## src/rtl/spi_pkg.sv

```systemverilog
// Shared SPI definitions: frame FSM states and mode constants.
// Used by both the master transmitter and the slave receiver.
package spi_pkg;

    typedef enum logic [2:0] {
        IDLE,
        CS_SETUP,
        TRANSFER,
        CS_HOLD,
        GAP
    } spi_state_t;

    localparam logic SPI_CPOL      = 1'b0;
    localparam logic SPI_CPHA      = 1'b0;
    localparam int   SPI_BYTE_W    = 8;
    localparam logic SPI_MSB_FIRST = 1'b1;

    function automatic int max4(input int a, input int b, input int c, input int d);
        int m;
        m = a;
        if (b > m) m = b;
        if (c > m) m = c;
        if (d > m) m = d;
        return m;
    endfunction

endpackage

```

## src/rtl/spi_master_tx_if.sv

```systemverilog
// Producer handshake plus SPI pin bundle of the master transmitter.
// master modport is the transmitter's view, slave modport the producer/line side.
interface spi_master_tx_if;
    logic                          tx_dv;
    logic [spi_pkg::SPI_BYTE_W-1:0] tx_byte;
    logic                          tx_ready;
    logic                          tx_done;
    logic                          cs;
    logic                          s_clk;
    logic                          mosi;

    modport master (
        input  tx_dv, tx_byte,
        output tx_ready, tx_done, cs, s_clk, mosi
    );

    modport slave (
        output tx_dv, tx_byte,
        input  tx_ready, tx_done, cs, s_clk, mosi
    );
endinterface

```

## src/rtl/spi_sclk_gen.sv

```systemverilog
// Half-bit counter producing the SCLK level and one-cycle rise/fall strobes.
// Strobes flag the edge at which sclk toggles; held idle while en is low.
module spi_sclk_gen
    import spi_pkg::*;
#(
    parameter int CLKS_PER_HALF_BIT = 2
) (
    input  logic clk,
    input  logic rst,
    input  logic en,
    output logic rise,
    output logic fall,
    output logic sclk
);
    localparam int HW = (CLKS_PER_HALF_BIT > 1) ? $clog2(CLKS_PER_HALF_BIT) : 1;
    localparam logic [HW-1:0] H_LAST = HW'(CLKS_PER_HALF_BIT - 1);

    logic [HW-1:0] half_cnt;
    logic          level;
    logic          wrap;

    assign wrap = en && (half_cnt == H_LAST);
    assign rise = wrap && (level == SPI_CPOL);
    assign fall = wrap && (level != SPI_CPOL);
    assign sclk = level;

    always_ff @(posedge clk) begin
        if (rst || !en) begin
            half_cnt <= '0;
            level    <= SPI_CPOL;
        end else if (wrap) begin
            half_cnt <= '0;
            level    <= ~level;
        end else begin
            half_cnt <= half_cnt + HW'(1);
        end
    end
endmodule

```

## src/rtl/spi_master_tx.sv

```systemverilog
// Mode-0 SPI byte transmitter: one byte per CS frame, MSB first, registered outputs.
// Accept-to-CS-low is one cycle; new bytes are refused (ready low) until the inter-frame gap ends.
module spi_master_tx
    import spi_pkg::*;
#(
    parameter int CLKS_PER_HALF_BIT = 2,
    parameter int CS_SETUP_CLKS     = 1,
    parameter int CS_HOLD_CLKS      = 1,
    parameter int INTER_BYTE_CLKS   = 2
) (
    input  logic i_clk,
    input  logic i_rst,
    spi_master_tx_if.master bus
);
    localparam int MAXP = max4(CLKS_PER_HALF_BIT, CS_SETUP_CLKS, CS_HOLD_CLKS, INTER_BYTE_CLKS);
    localparam int CW   = $clog2(MAXP + 1);
    localparam logic [CW-1:0] S_LAST = CW'(CS_SETUP_CLKS - 1);
    localparam logic [CW-1:0] C_LAST = CW'(CS_HOLD_CLKS - 1);
    localparam logic [CW-1:0] G_LAST = CW'(INTER_BYTE_CLKS - 1);

    spi_state_t            state;
    logic [CW-1:0]         cnt;
    logic [SPI_BYTE_W-1:0] shreg;
    logic [2:0]            bit_cnt;
    logic                  last_bit;
    logic                  cs_q, mosi_q, ready_q, done_q;
    logic                  sclk_en, rise, fall, sclk;

    assign sclk_en = (state == TRANSFER);

    spi_sclk_gen #(.CLKS_PER_HALF_BIT(CLKS_PER_HALF_BIT)) u_sclk_gen (
        .clk  (i_clk),
        .rst  (i_rst),
        .en   (sclk_en),
        .rise (rise),
        .fall (fall),
        .sclk (sclk)
    );

    always_ff @(posedge i_clk) begin
        if (i_rst) begin
            state    <= IDLE;
            cnt      <= '0;
            shreg    <= '0;
            bit_cnt  <= '0;
            last_bit <= 1'b0;
            cs_q     <= 1'b1;
            mosi_q   <= 1'b0;
            ready_q  <= 1'b1;
            done_q   <= 1'b0;
        end else begin
            done_q <= 1'b0;
            case (state)
                IDLE: begin
                    if (bus.tx_dv) begin
                        shreg    <= bus.tx_byte;
                        mosi_q   <= bus.tx_byte[SPI_BYTE_W-1];
                        bit_cnt  <= 3'd7;
                        last_bit <= 1'b0;
                        cnt      <= '0;
                        cs_q     <= 1'b0;
                        ready_q  <= 1'b0;
                        state    <= CS_SETUP;
                    end
                end
                CS_SETUP: begin
                    if (cnt == S_LAST) begin
                        cnt   <= '0;
                        state <= TRANSFER;
                    end else begin
                        cnt <= cnt + CW'(1);
                    end
                end
                TRANSFER: begin
                    // bit_cnt reaches 0 on the 7th rise; the 8th rise marks the final bit
                    if (rise) begin
                        if (bit_cnt == 3'd0) last_bit <= 1'b1;
                        else                 bit_cnt  <= bit_cnt - 3'd1;
                    end
                    if (fall) begin
                        if (last_bit) begin
                            last_bit <= 1'b0;
                            state    <= CS_HOLD;
                        end else begin
                            mosi_q <= shreg[SPI_BYTE_W-2];
                            shreg  <= {shreg[SPI_BYTE_W-2:0], 1'b0};
                        end
                    end
                end
                CS_HOLD: begin
                    if (cnt == C_LAST) begin
                        cnt    <= '0;
                        cs_q   <= 1'b1;
                        mosi_q <= 1'b0;
                        done_q <= 1'b1;
                        state  <= GAP;
                    end else begin
                        cnt <= cnt + CW'(1);
                    end
                end
                GAP: begin
                    if (cnt == G_LAST) begin
                        cnt     <= '0;
                        ready_q <= 1'b1;
                        state   <= IDLE;
                    end else begin
                        cnt <= cnt + CW'(1);
                    end
                end
                default: state <= IDLE;
            endcase
        end
    end

    assign bus.tx_ready = ready_q;
    assign bus.tx_done  = done_q;
    assign bus.cs       = cs_q;
    assign bus.s_clk    = sclk;
    assign bus.mosi     = mosi_q;
endmodule
```

## src/flat_wrapper.sv

```systemverilog
// flat-port wrapper written by rule: the top's interface ports become plain ports
module spi_master_tx_flat import spi_pkg::*;
#(
    parameter int CLKS_PER_HALF_BIT = 2,
    parameter int CS_SETUP_CLKS     = 1,
    parameter int CS_HOLD_CLKS      = 1,
    parameter int INTER_BYTE_CLKS   = 2
)
  (i_clk, i_rst, bus_tx_dv, bus_tx_byte, bus_tx_ready, bus_tx_done, bus_cs, bus_s_clk, bus_mosi);
  spi_master_tx_if bus_i ();
  input  logic i_clk;
  input  logic i_rst;
  input wire logic [$bits(bus_i.tx_dv)-1:0] bus_tx_dv;
  input wire logic [$bits(bus_i.tx_byte)-1:0] bus_tx_byte;
  output wire logic [$bits(bus_i.tx_ready)-1:0] bus_tx_ready;
  output wire logic [$bits(bus_i.tx_done)-1:0] bus_tx_done;
  output wire logic [$bits(bus_i.cs)-1:0] bus_cs;
  output wire logic [$bits(bus_i.s_clk)-1:0] bus_s_clk;
  output wire logic [$bits(bus_i.mosi)-1:0] bus_mosi;
  assign bus_i.tx_dv = bus_tx_dv;
  assign bus_i.tx_byte = bus_tx_byte;
  assign bus_tx_ready = bus_i.tx_ready;
  assign bus_tx_done = bus_i.tx_done;
  assign bus_cs = bus_i.cs;
  assign bus_s_clk = bus_i.s_clk;
  assign bus_mosi = bus_i.mosi;
  spi_master_tx #(.CLKS_PER_HALF_BIT(CLKS_PER_HALF_BIT), .CS_SETUP_CLKS(CS_SETUP_CLKS), .CS_HOLD_CLKS(CS_HOLD_CLKS), .INTER_BYTE_CLKS(INTER_BYTE_CLKS)) u_core (.i_clk(i_clk), .i_rst(i_rst), .bus(bus_i));
endmodule
```

## config.mk

```make
export PLATFORM = sky130hd
export DESIGN_NAME = spi_master_tx_flat
export DESIGN_NICKNAME = d
export VERILOG_FILES = /design/src/rtl/spi_pkg.sv /design/src/rtl/spi_master_tx_if.sv /design/src/rtl/spi_sclk_gen.sv /design/src/rtl/spi_master_tx.sv /design/src/flat_wrapper.sv
export SDC_FILE = /design/constraint.sdc
export NUM_CORES = 1
export LEC_CHECK = 0
export ABC_AREA = 1
export CORE_AREA = 2 2 54 56
export CTS_CLUSTER_DIAMETER = 80
export DETAILED_ROUTE_END_ITERATION = 6
export DIE_AREA = 0 0 56 58
export PLACE_DENSITY = 0.79
export SLEW_MARGIN = 10
export SYNTH_ARGS = -nofsm -noshare
export SYNTH_HDL_FRONTEND = slang
export SYNTH_SLANG_ARGS = --single-unit
```

## constraint.sdc

```tcl
create_clock -name i_clk -period 1.55 [get_ports i_clk]
set_input_delay 0.31 -clock i_clk [delete_from_list [all_inputs] [get_ports i_clk]]
set_output_delay 0.31 -clock i_clk [all_outputs]
set_load 0.1 [all_outputs]
```

Yosys cells after proc, flatten, opt, wreduce, memory -nomap -nowiden. Index checks and enable logic that the tools add are counted. Widths: inputs -> output; s select.

Output and inout port bits: 5. Flip-flop bits (word level): 22. Logic and storage cells: 89.

Equal/unequal tests: 14. $add $sub $neg: 3. Bitwise logic cells: 2. Muxes and demuxes: 35. Reduce and logical (&&, ||, !) cells: 24.

Operators with widths (number): $mux 3 (9); $mux 7 (3); $pmux 3 s5 (1); $pmux 7 s2 (1); $mux 1 (12); $ne 2x1->1 const B (6); $reduce_and 4->1 (2); $eq 3x2->1 const B (2); $logic_not 3->1 (2); $mux 2 (3); $ne 2x2->1 const B (3); $pmux 1 s2 (3); $pmux 2 s3 (1); $pmux 3 s2 (1); $reduce_and 3->1 (2); $reduce_and 6->1 (1); $reduce_bool 2->1 (3); $reduce_bool 3->1 (2); $reduce_or 2->1 (3); $reduce_and 5->1 (1); $reduce_and 2->1 (2); $eq 3x1->1 const B (1); $eq 3x3->1 const B (1); $logic_and 1x1->1 (3); 9 further kinds (10).

Longest topological paths before layout.
Depth in word-level cells: 7. Mapped depth: 11.

Modules after synthesis. A second synthesis with hierarchy kept.

Cells, all modules: 176. Area total of the unflattened synthesis: 1216.2 sq um.

Modules (own cells, without submodules): spi_master_tx (area an instance 1126.1 sq um, seq. area each 400.4 sq um, cells an instance 163, times used 1); spi_sclk_gen (area an instance 90.1 sq um, seq. area each 40.0 sq um, cells an instance 13, times used 1).

Least setup slack after synthesis. No wires, ideal clock.

Path kind: register -> register. Start point: register u_core.u_sclk_gen.level (netlist: u_core.u_sclk_gen.sclk). End point: register u_core.state[0]. Required time: 1436 ps. Path buffers: 0. Arrival: 1628 ps. Setup slack: -192 ps. Cell stages (with the launch flop): 8. Cells stage by stage: dfxtp_1 nand2_1 nand2_2 nand2_1 inv_1 nand2_2 nor2_1 nor2_2.

Cells in the longest elaborated chain, start to end: 3.

Ends and longest elaborated chain: start: declaration (RTL line spi_sclk_gen.sv:19) `logic level;`; start signal: assignment (RTL line spi_sclk_gen.sv:33) `level <= ~level;`; $logic_and 1x1->1 (RTL line spi_sclk_gen.sv:24) `assign fall = wrap && (level != SPI_CPOL);`; $ne 2x1->1 (no line); $reduce_and 6->1 (no line); end signal: assignment (RTL line spi_master_tx.sv:42) `state <= IDLE;`; end signal: assignment (RTL line spi_master_tx.sv:63) `state <= CS_SETUP;`; end signal: assignment (RTL line spi_master_tx.sv:69) `state <= TRANSFER;`; end: declaration (RTL line spi_master_tx.sv:21) `spi_state_t state;`.

Every way passes these cells. A chain may end at the register's enable or synchronous reset.

Worst setup path in the final report.
Start point: register u_core.state[1]. End point: register u_core.state[0].

Cells in the longest elaborated chain, start to end: 5. Elaborated cells between the ends (all ways): 15. Those cells by class: eq/ne (10); mux (1); reduce/logical (4).

Ends and longest elaborated chain: $eq 3x2->1 (RTL line spi_master_tx.sv:29, spi_master_tx.sv:53); $logic_and 1x1->1 (RTL line spi_sclk_gen.sv:22) `assign wrap = en && (half_cnt == H_LAST);`; $logic_and 1x1->1 (RTL line spi_sclk_gen.sv:24); $ne 2x1->1 (no line); $reduce_and 6->1 (no line).

Several ways; a longest one is shown, not always the timed one.

==> key figures <==
STA
  • RSZ-0062 raised after global routing: no
  • Final Hold Viols: 0
  • Worst Skew: 0.00574 ns
  • Max Clk Rate: 723 MHz
  • Worst-Margin Slew: 0.270 ns
  • Relative slew margins: 81.8%
  • Slew Viols, Final: 0
  • Final Cycle Share: 89.3%
  • # setup viols final: 0
  • Hold slack: 0.494 ns
  • Tmin final: 1.38 ns

CTS
  • Root buffer selected by CTS: clkbuf_4
  • Clk slew on worst S/H paths: 0.13 ns
  • CTS tree: yes
  • Hold Buf Count CTS: 0
  • Clock buffer depth: 2
  • Htree depth: 1
  • Cts bufs inserted: 3
  • Worst skew pair latency: 0.31 ns
  • Post-CTS setup buffers: 0
  • CTS sink count: 22

Final layout
  • Diodes inserted: 0
  • Most frequent cells in the layout: nand2_1, nor2_1, dfxtp_1, inv_1, clkdlybuf4s50_1
  • Layout Nets: 218
  • Most common cell after layout, fill and taps aside: nand2_1
  • Register area: 444 µm²
  • Post-Layout Cell Count: 232
  • Fillcell total: 247
  • Synth-to-Final Area Change: 23.9%
  • Post-route cell area: 0.00156 mm²
  • Ratio of cells with drive above 1 in the final layout: 18.4%
  • Multi-input logic area: 714 µm²

Route
  • Total iterations of the first detailed-routing run: 4
  • Post-route DRC violation count: 0
  • Final ANT Viol Nets: 0
  • Drt wl/cell: 10.4 µm
  • WL final: 2.42 mm
  • Vias per cell: 4.95
  • Initial DRC count: 19
  • Vias post-DR: 1149

Yosys
  • Synth warn: 0
  • Synth Register Bits: 22
  • Main combinational cell family by area after synthesis: simple AND/OR/NAND/NOR gates
  • Mapped cell area: 0.00125 mm²
  • Synth cell types: 24
  • Syn avg cell area: 6.97 µm²
  • Simple-gate share of the synthesized area: 41.8%
  • Synth Area in Adders: 4.99%
  • Synth top area cells: dfxtp_1, nand2_1, nor2_1
  • Synth Area in Compound Gates: 9.07%
  • Cell taking the most area after synthesis: dfxtp_1
  • Yosys top cell area share: 35.1%
  • Mapped Cells: 180
  • Syn Nets: 196
  • Post-synthesis mux area share: 0%
  • Register area share after synthesis: 35.1%
  • Post-synthesis xor/xnor area fraction: 0.698%

Placement
  • Cells after DPL: 228
  • Post-DP Area: 0.00150 mm²
  • GP Congestion: 0.886
  • Post-DP HPWL: 1.89 mm
  • Port bufs: 15

Floorplan
  • I/O pins: 16
  • Die Ht: 58 µm
  • Initial Util: 47.1%
  • Die span in x: 56 µm
  • Row count: 19
  • Die area: 0.00325 mm²
  • Core area: 0.00266 mm²

Worst setup path
  • Crit start category: flip-flop
  • Worst path required time: 1.76 ns
  • Worst setup EP type: flip-flop
  • Critical path class: flip-flop to flip-flop
  • Critical Path AT: 1.60 ns
  • Cell chain of the critical path: nor2_2 -> nand3_1 -> nand2_2 -> nor2_4 -> nand2_2 -> nand2_1 -> nand2_1 -> nor2_2
  • Slowest stage delay, CP: 0.40 ns
  • CP max-delay cell: dfxtp_1
  • CP Max Fanout: 7
  • Reg2Reg Setup Slack: 0.17 ns

GRT
  • First-pass GRT wire length: 4.16 mm
  • Vias in the first global route: 974
  • Total congestion overflow: 0
  • Global Route Usage Sum: 16.0%
  • Initial antenna violation count: 0
  • Largest net degree at the start of global routing: 14

Power and ir drop
  • Leak: 0.712 nW
  • Worst vdd ir: 1.36 mV
  • Cell Pwr Density: 1970 mW/mm²

Hold path
  • Min-delay worst type: flip-flop to flip-flop

Outcome
  • Status: complete, no violations

Run
  • Max_cap viols: 0
## worst paths after layout
path	from	end	cells after the start
max	u_core.state[1]	u_core.state[0]	8
min	u_core.shreg[6]	u_core.shreg[6]	2
max reg2reg	u_core.state[1]	u_core.state[0]	8
min reg2reg	u_core.shreg[6]	u_core.shreg[6]	2
## power breakdown
| group | internal, mW | switching, mW |
|---|---|---|
| logic | 0.623 | 1.09 |
| registers | 0.746 | 0.158 |
| clock network | 0.261 | 0.180 |
## per-stage QoR
stage | setup slack, ns | utilization (%) | TNS [ns] | total power, mW
final | 0.166 | 58.4 | 0 | 3.06
after global routing | 0.0140 | 58.4 | 0 | 3.31
after CTS | 0.0872 | 58.1 | 0 | 3.06
after detailed placement | -0.0181 | 56.2 | -0.0181 | 2.60
after global placement | 0.0433 | 56.2 | 0 | 2.58
after floorplan | 0.159 | - | 0 | 2.17
## layer usage
layer	routed length (µm)	part of all wire (%)	track usage, %
met1	1120	46	21.4
met2	1180	49	26.2
met3	70	2.9	2.01
met4	46	1.9	7.14
met5	0	0	0
## sequential cells by signal, indices dropped and copies added, names as in the netlist, 2 cells and up
| name | cells |
|---|---|
| u_core.shreg | 7 |
| u_core.bit_cnt | 3 |
| u_core.state | 3 |
| u_core.cnt | 2 |
## critical path: cells and delay by family (launching register included)
family	cells	cell delay, ns
and+or+nand+nor	8	0.88
DFF	1	0.40
## Yosys cell counts, drive strengths merged
cell type and instances:
buf 4, nand3b 8, a41oi 1, xor2 1, dfxtp 22, a21oi 7
nand3 10, a22oi 1, nor2 33, a31oi 1, nor3b 1, inv 16
o211ai 1, ha 5, nand2 62, o21ai 6, o31ai 1
## timing repair
item                       in CTS  in global routing
gates resized for setup         0                  4
hold endpoints to repair        0                  0
setup endpoints to repair       0                 10
## area by class of cell
cell class                      instances  area share [%]
Sequential cell                        22            28.6
Multi-Input combinational cell        138            45.9
Inverter                               16            3.86
Timing Repair Buffer                   21            15.8
Clock inverter                          1            1.93
Tap cell                               31            2.49
Clock buffer                            3            1.45
## kinds of logic (layout without fill, tap and decap cells)
group	after synthesis	count (layout)
adder cells (fa/ha/maj)	5	5
XOR/XNOR	1	1
flip-flops	22	22
AND/OR/NAND/NOR	114	114
AO/OA/AOI/OAI	18	18
buffers and inverters	20	41
Note: power is estimated with default switching activity, not from simulation.
